$ cat config.mk
export PLATFORM = sky130hd
export DESIGN_NAME = cga_vram_arbiter
export DESIGN_NICKNAME = d
export VERILOG_FILES = /design/src/rtl/cga_vram_arbiter_pkg.sv /design/src/rtl/cga_vram_access_timer.sv /design/src/rtl/cga_vram_arbiter.sv
export SDC_FILE = /design/constraint.sdc
export NUM_CORES = 1
export LEC_CHECK = 0
export ABC_AREA = 0
export ABC_CLOCK_PERIOD_IN_PS = 2400
export BUFFER_PORTS_ARGS = -buffer_cell sky130_fd_sc_hd__buf_4
export CAP_MARGIN = 0
export CORE_UTILIZATION = 47
export CTS_CLUSTER_DIAMETER = 80
export DETAILED_ROUTE_END_ITERATION = 6
export PLACE_DENSITY = 0.79
export SLEW_MARGIN = 20
export SYNTH_ARGS = -nofsm -noshare
export SYNTH_HDL_FRONTEND = slang
export SYNTH_HIERARCHICAL = 1
export SYNTH_SLANG_ARGS = --single-unit
$ cat constraint.sdc
create_clock -name i_clk -period 2.4 [get_ports i_clk]
set_clock_uncertainty 0.15 [all_clocks]
set_input_delay 0.12 -clock i_clk [delete_from_list [all_inputs] [get_ports i_clk]]
set_output_delay 0.12 -clock i_clk [all_outputs]
set_load 0.05 [all_outputs]
$ cat src/rtl/cga_vram_arbiter_pkg.sv
// Shared constants for the CGA video SRAM arbiter.
package cga_vram_arbiter_pkg;

  localparam int unsigned VRAM_AW = 19;
  localparam int unsigned VRAM_DW = 8;

  // Counter width able to hold values 0..n-1 (never narrower than 1 bit).
  function automatic int unsigned cnt_w(input int unsigned n);
    return (n < 2) ? 1 : $clog2(n);
  endfunction

endpackage

$ cat src/rtl/cga_vram_access_timer.sv
// Access-phase counter, PEND wait counter and sticky starvation flag.
module cga_vram_access_timer
  import cga_vram_arbiter_pkg::*;
#(
  parameter int unsigned ACCESS_CYCLES = 2,
  parameter int unsigned MAX_WAIT      = 31
) (
  input  logic i_clk,
  input  logic i_reset,
  input  logic i_acc_run,
  input  logic i_wait_clr,
  input  logic i_wait_inc,
  output logic o_acc_last_c,
  output logic o_we_phase_c,
  output logic o_starved
);

  localparam int unsigned ACC_W  = cnt_w(ACCESS_CYCLES);
  localparam int unsigned WAIT_W = cnt_w(MAX_WAIT + 1);

  logic [ACC_W-1:0]  r_acc_cnt;
  logic [WAIT_W-1:0] r_wait_cnt;
  logic              r_starved;
  logic              w_wait_sat;

  assign o_acc_last_c = (r_acc_cnt == ACC_W'(ACCESS_CYCLES - 1));
  assign o_we_phase_c = (r_acc_cnt <  ACC_W'(ACCESS_CYCLES - 1));
  assign w_wait_sat   = (r_wait_cnt >= WAIT_W'(MAX_WAIT));
  assign o_starved    = r_starved;

  // Access counter restarts whenever the CPU loses the bus or finishes.
  always_ff @(posedge i_clk or posedge i_reset) begin
    if (i_reset) begin
      r_acc_cnt  <= '0;
      r_wait_cnt <= '0;
      r_starved  <= 1'b0;
    end else begin
      if (!i_acc_run || o_acc_last_c)
        r_acc_cnt <= '0;
      else
        r_acc_cnt <= r_acc_cnt + ACC_W'(1);

      if (i_wait_clr)
        r_wait_cnt <= '0;
      else if (i_wait_inc && !w_wait_sat)
        r_wait_cnt <= r_wait_cnt + WAIT_W'(1);

      if (i_wait_inc && (r_wait_cnt >= WAIT_W'(MAX_WAIT - 1)))
        r_starved <= 1'b1;
    end
  end

endmodule

$ cat src/rtl/cga_vram_arbiter.sv
// Video SRAM arbiter: pixel fetches always win, one queued CPU access runs in free cycles.
module cga_vram_arbiter
  import cga_vram_arbiter_pkg::*;
#(
  parameter int unsigned ACCESS_CYCLES = 2,
  parameter int unsigned MAX_WAIT      = 31
) (
  input  logic               i_clk,
  input  logic               i_reset,
  input  logic               i_pixel_read,
  input  logic [VRAM_AW-1:0] i_pixel_addr,
  output logic [VRAM_DW-1:0] o_pixel_data,
  input  logic               i_isa_read,
  input  logic               i_isa_write,
  input  logic [VRAM_AW-1:0] i_isa_addr,
  input  logic [VRAM_DW-1:0] i_isa_din,
  output logic [VRAM_DW-1:0] o_isa_dout,
  output logic               o_isa_rdy,
  output logic [VRAM_AW-1:0] o_ram_a,
  output logic               o_ram_we_l,
  output logic [VRAM_DW-1:0] o_ram_d_out,
  output logic               o_ram_d_oe,
  input  logic [VRAM_DW-1:0] i_ram_d_in,
  output logic               o_starved
);

  typedef enum logic [1:0] {S_IDLE, S_PEND, S_ACC, S_DONE} state_t;

  state_t             r_state;
  state_t             w_next;
  logic [VRAM_AW-1:0] r_addr;
  logic [VRAM_DW-1:0] r_din;
  logic               r_write;
  logic [VRAM_DW-1:0] r_isa_dout;
  logic [VRAM_DW-1:0] r_pixel_data;
  logic               w_strobe;
  logic               w_capture;
  logic               w_wait_clr;
  logic               w_wait_inc;
  logic               w_acc_run;
  logic               w_acc_last;
  logic               w_we_phase;
  logic               w_bus_cpu;

  assign w_strobe = i_isa_read | i_isa_write;

  always_ff @(posedge i_clk or posedge i_reset) begin
    if (i_reset) r_state <= S_IDLE;
    else         r_state <= w_next;
  end

  always_comb begin
    w_next     = r_state;
    w_capture  = 1'b0;
    w_wait_clr = 1'b0;
    w_wait_inc = 1'b0;
    w_acc_run  = 1'b0;
    case (r_state)
      S_IDLE: if (w_strobe) begin
        w_capture  = 1'b1;
        w_wait_clr = 1'b1;
        w_next     = S_PEND;
      end
      S_PEND: if (!i_pixel_read) w_next = S_ACC;
              else               w_wait_inc = 1'b1;
      // A pixel slot during ACC aborts the access; it restarts from PEND.
      S_ACC: if (i_pixel_read) begin
        w_next = S_PEND;
      end else begin
        w_acc_run = 1'b1;
        if (w_acc_last) w_next = S_DONE;
      end
      S_DONE: if (!w_strobe) w_next = S_IDLE;
      default: w_next = S_IDLE;
    endcase
  end

  always_ff @(posedge i_clk or posedge i_reset) begin
    if (i_reset) begin
      r_addr       <= '0;
      r_din        <= '0;
      r_write      <= 1'b0;
      r_isa_dout   <= '0;
      r_pixel_data <= '0;
    end else begin
      if (w_capture) begin
        r_addr  <= i_isa_addr;
        r_din   <= i_isa_din;
        r_write <= i_isa_write;
      end
      if (w_acc_run && w_acc_last && !r_write) r_isa_dout <= i_ram_d_in;
      if (i_pixel_read) r_pixel_data <= i_ram_d_in;
    end
  end

  cga_vram_access_timer #(
    .ACCESS_CYCLES (ACCESS_CYCLES),
    .MAX_WAIT      (MAX_WAIT)
  ) u_timer (
    .i_clk        (i_clk),
    .i_reset      (i_reset),
    .i_acc_run    (w_acc_run),
    .i_wait_clr   (w_wait_clr),
    .i_wait_inc   (w_wait_inc),
    .o_acc_last_c (w_acc_last),
    .o_we_phase_c (w_we_phase),
    .o_starved    (o_starved)
  );

  // Reset gates the SRAM controls directly so a write pulse dies immediately.
  assign w_bus_cpu    = (r_state == S_ACC) && !i_pixel_read && !i_reset;
  assign o_ram_a      = w_bus_cpu ? r_addr : i_pixel_addr;
  assign o_ram_d_oe   = w_bus_cpu && r_write;
  assign o_ram_we_l   = !(w_bus_cpu && r_write && w_we_phase);
  assign o_ram_d_out  = r_din;
  assign o_isa_rdy    = i_reset || !(w_strobe && (r_state != S_DONE));
  assign o_isa_dout   = r_isa_dout;
  assign o_pixel_data = r_pixel_data;

endmodule

# Yosys cells after proc, flatten, opt, wreduce, memory -nomap -nowiden
# Cells that the tools add are included.
[op_classes]
eq_ne = 8
order_cmp = 3
muxes = 16
reduce_logical = 21
n_bitwise = 1
add_sub_neg = 2
[ops]
columns = ["operator", "n"]
rows = [
  ["$mux W19", 1],
  ["$ge A5 B5 Y1 const B", 2],
  ["$mux W2", 5],
  ["$mux W5", 2],
  ["$logic_and A1 B1 Y1", 9],
  ["$ne A2 B2 Y1 const B", 4],
  ["$pmux W2 S4", 1],
  ["$logic_not A1 Y1", 7],
  ["$mux W1", 7],
  ["$add A5 B1 Y5 const B", 1],
  ["$eq A2 B2 Y1 const B", 2],
  ["$reduce_and A4 Y1", 1],
  ["$ne A3 B2 Y1 const B", 1],
  ["$eq A2 B1 Y1 const B", 1],
  ["$logic_not A2 Y1", 1],
  ["$logic_or A1 B1 Y1", 2],
  ["$reduce_bool A2 Y1", 1],
  ["$add A1 B1 Y1 const B", 1],
  ["$lt A1 B1 Y1 const B", 1],
  ["$or A1 B1 Y1", 1],
]
[word_totals]
reg_bits = 53
in_bits = 59
elab_cells = 60
out_inout_bits = 47

# Longest topological paths before layout
[depth]
ltp_word = 6
depth_mapped = 7
ltp_nobuf = 6

# Hierarchy
# The synthesis kept the hierarchy.
[modules_own_cells]
columns = ["mod", "area_per_inst_um2", "seq_area_each_um2", "cells_per_inst", "n_inst"]
rows = [
  ["cga_vram_arbiter", 2055.7, 1151.1, 134, 1],
  ["cga_vram_access_timer", 402.9, 175.2, 36, 1],
]

# Worst setup path after synthesis
# Ideal clock, no wire load.
[synth_path]
path_kind = "input to output"
from = "input i_reset"
to = "output o_ram_we_l"
path_stages = 3
arrival_time_ns = 2.159
t_required_ns = 2.130
slack_ns = -0.029
path_buffers = 0
path_cell_list = "inv_1 and3_1 nand2_1"
[synth_via]
elab_chain_len = 5
[synth_rtl]
columns = ["element", "line", "rtl"]
rows = [
  ["start, declared", "cga_vram_arbiter.sv:9", "input logic i_reset,"],
  ["$logic_not A1 Y1 (no source line)", "--", ""],
  ["$logic_and A1 B1 Y1", "cga_vram_arbiter.sv:111", "assign w_bus_cpu = (r_state == S_ACC) && !i_pixel_read && !i_reset;"],
  ["$logic_and A1 B1 Y1", "--", ""],
  ["named net o_ram_d_oe", "cga_vram_arbiter.sv:22", "output logic o_ram_d_oe,"],
  ["$logic_and A1 B1 Y1", "cga_vram_arbiter.sv:114", "assign o_ram_we_l = !(w_bus_cpu && r_write && w_we_phase);"],
  ["$logic_not A1 Y1", "cga_vram_arbiter.sv:114", ""],
  ["end, declared", "cga_vram_arbiter.sv:20", "output logic o_ram_we_l,"],
]
# The timed path passes the listed nets, and every way through them passes these cells.

# Final worst setup path
[layout_path]
from = "register r_state[0]"
to = "output o_ram_a[12]"
[layout_via]
elab_chain_len = 4
[layout_rtl]
columns = ["element", "line", "rtl"]
rows = [
  ["start, declared", "cga_vram_arbiter.sv:29", "state_t r_state;"],
  ["start signal, assigned", "cga_vram_arbiter.sv:49", "else r_state <= w_next;"],
  ["$eq A2 B2 Y1", "cga_vram_arbiter.sv:111", ""],
  ["$logic_and A1 B1 Y1 (2 in series)", "cga_vram_arbiter.sv:111", ""],
  ["$mux W19", "cga_vram_arbiter.sv:112", "assign o_ram_a = w_bus_cpu ? r_addr : i_pixel_addr;"],
  ["end, declared", "cga_vram_arbiter.sv:19", "output logic [VRAM_AW-1:0] o_ram_a,"],
]
# No other way between the ends.

==> metrics.txt <==
Max Buffers Root-to-Sink 2; Tot Pwr 0.00382 W; outcome completed; syn avg cell area between 10 and 15 um2; die span in y approximately 74 um; CTS tree done; drt initial violations 37; startpoint types flop; Max Cap Viol 0; number of diodes 0; number of synthesized register bits 53; Pint roughly 0.0022 W; CTS clk-pin slew, worst paths ~110 ps; initial antenna violation count 0; Total GRT Usage 0.226; Main synth FF type dfrtp_1; post-synthesis net count 232; Die Area around 0.0055 mm2; first-pass GRT wire length roughly 9.1 mm; setup TNS 0 ps; Setup crit end kind output pin; hold depth 4; Sw Share 0.413; fmax between 400 and 500 MHz; Synth-to-Final Area Change 54.6%; largest net degree at the start of global routing 47; proportion of power drawn by flip-flops and latches 0.389; CP Data Required Time about 2100 ps; layout cell share with drive strength beyond 1 0.594; area share of the largest cell type after synthesis 0.539; slew margin rel. 0.468; DRT Pass-1 Iters 4; Root Buffer clkbuf_8; grt ovf 0; Switch Pwr approximately 0.0016 W; Power Density around 1000 mW/mm2; kind of critical path reg2out; Die Wd about 74 um; CP arrival ~2000 ps; clk sink count 53; vias in the first global route around 1900; VDD IR max ~0.87 mV; Vias approximately 1900; worst skew pair latency 320 ps; core area 0.00488 mm2; Final setup viols 0; fin crit period ~2200 ps; ys async rst share 1.00; IO Port Bufs ~110; dpl hpwl 3.98 mm; Post-Syn Instances 170; hold_ws 35.6 ps; Yosys top cell by area dfrtp_1; Synth cell types 36; Least-Margin Pin Slew approximately 800 ps; RePlAce Congestion just under 0.8; setup bufs post-CTS 0; # IOs 106; Final nets about 380; YS warnings 6; DR vias/cell between 4 and 5; synthesized area approximately 0.0025 mm2; final WL between 5 and 6 mm; num rows 25; Num CTS Buffers 5; R2R depth 5; ANT nets after route 0; FILL cells ~290; Post-synth EDFFs 0; combinational share of power 0.469; Slew Limit Fails 0; DR DRC count 0; Lkg Pwr between 1.5 and 2 nW; period utilization 0.935; most frequent cells after synthesis mux2_2, dfrtp_1, inv_1; critical path fanouts, max 19; Clock Power Share 0.142; Synth area leaders dfrtp_1, mux2_2, ha_1; Seq/Total Area, Yosys 0.539; initial core utilization 0.504; RSZ-0062 raised after global routing no; count leader, synth mux2_2; min-delay worst type in2reg; final hold viol count 0; wire per inst roughly 15 um; H-tree levels 2
-- routing by layer --
metal	track usage	wire length [um]	up-vias
met5	0	0	-
met4	0.0734	83	0
met3	0.0610	275	9
met2	0.394	3240	51
met1	0.272	2350	921
li1	-	-	910
-- flip-flops by register name, indices dropped and copies added, names as in the netlist --
signal / flops
u_timer/r_wait_cnt: 5
r_addr: 19
u_timer/o_acc_last_c: 1
r_write: 1
u_timer/o_starved: 1
o_pixel_data: 8
o_ram_d_out: 8
o_isa_dout: 8
r_state: 2
-- through the flow --
| step | std cells | setup slack, ps | cell area, um2 | utilization |
|---|---|---|---|---|
| 3_3_place_gp | 340 | 576 | 3320 | 0.679 |
| 3_5_place_dp | 340 | 547 | 3320 | 0.679 |
| 5_1_grt | 387 | 93.2 | 3800 | 0.779 |
| 4_1_cts | 387 | 181 | 3800 | 0.779 |
| 2_1_floorplan | 170 | 333 | 2460 | - |
| 6_report | 387 | 155 | 3800 | 0.779 |
-- worst max-delay path, cell delays in order (launching register included) --
cell and delay (ps):
dfrtp_1 490, nand2b_4 200, nor3_4 100, buf_4 270, mux2_2 390, buf_4 200
-- path summary, 6_finish.rpt --
path	start	to	slack, ps
worst max-delay path	r_state[0]$_DFFE_PP0P_	o_ram_a[12]	150
max in group asynchronous	i_reset	r_addr[7]$_DFFE_PP0P_	1290
worst max register to register	r_state[0]$_DFFE_PP0P_	u_timer/r_wait_cnt[3]$_DFFE_PP0P_	520
worst min-delay path	i_isa_read	r_state[1]$_DFFE_PP0P_	40
worst min register to register	u_timer/o_starved$_DFFE_PP0P_	u_timer/o_starved$_DFFE_PP0P_	340
min in group asynchronous	i_reset	u_timer/o_acc_last_c$_DFF_PP0_	180
-- logic make-up after synthesis --
logic type	count (synthesis)	synth area share
AOI/OAI and AO/OA	17	0.0499
adders and majority gates	3	0.0153
and+or+nand+nor	23	0.0763
muxes	63	0.288
DFF	53	0.539
buffers and inverters	11	0.0310
-- power by group through the flow --
stage | clock network (W) | logic [W] | registers (W)
final | 0.000541 | 0.00179 | 0.00149
after global routing | 0.000584 | 0.00189 | 0.00152
after CTS | 0.000554 | 0.00179 | 0.00148
after floorplan | 0 | 0.000844 | 0.00186
after global placement | 0 | 0.00169 | 0.00148
after detailed placement | 0 | 0.00172 | 0.00150
-- area by class of cell --
type                            count  area, um2  share of cell area
Clock buffer                        5       68.8              0.0181
Sequential cell                    53       1330               0.349
Tap cell                           67       83.8              0.0221
Timing Repair Buffer              147       1210               0.319
Clock inverter                      3       26.3             0.00691
Multi-Input combinational cell    106       1060               0.278
Inverter                            6       26.3             0.00691
-- layout by cell type, fill, tap and decap left out, types with 3 or more instances in the layout --
| master | Yosys | routed |
|---|---|---|
| a21oi_1 | 3 | 3 |
| and3_1 | 3 | 3 |
| buf_4 | 0 | 107 |
| clkbuf_8 | 0 | 5 |
| dfrtp_1 | 53 | 53 |
| dlygate4sd3_1 | 0 | 39 |
| ha_1 | 3 | 3 |
| inv_1 | 6 | 5 |
| inv_6 | 0 | 3 |
| mux2_2 | 62 | 62 |
| nand2_1 | 4 | 4 |
| nor2_1 | 3 | 3 |
| o21ai_0 | 4 | 4 |
-- what timing repair did --
item	in CTS	in global routing
resized for setup	0	0
endpoints found under the hold margin	98	0
hold buffers	39	0
No activity file was read; power rests on OpenSTA's default activity.
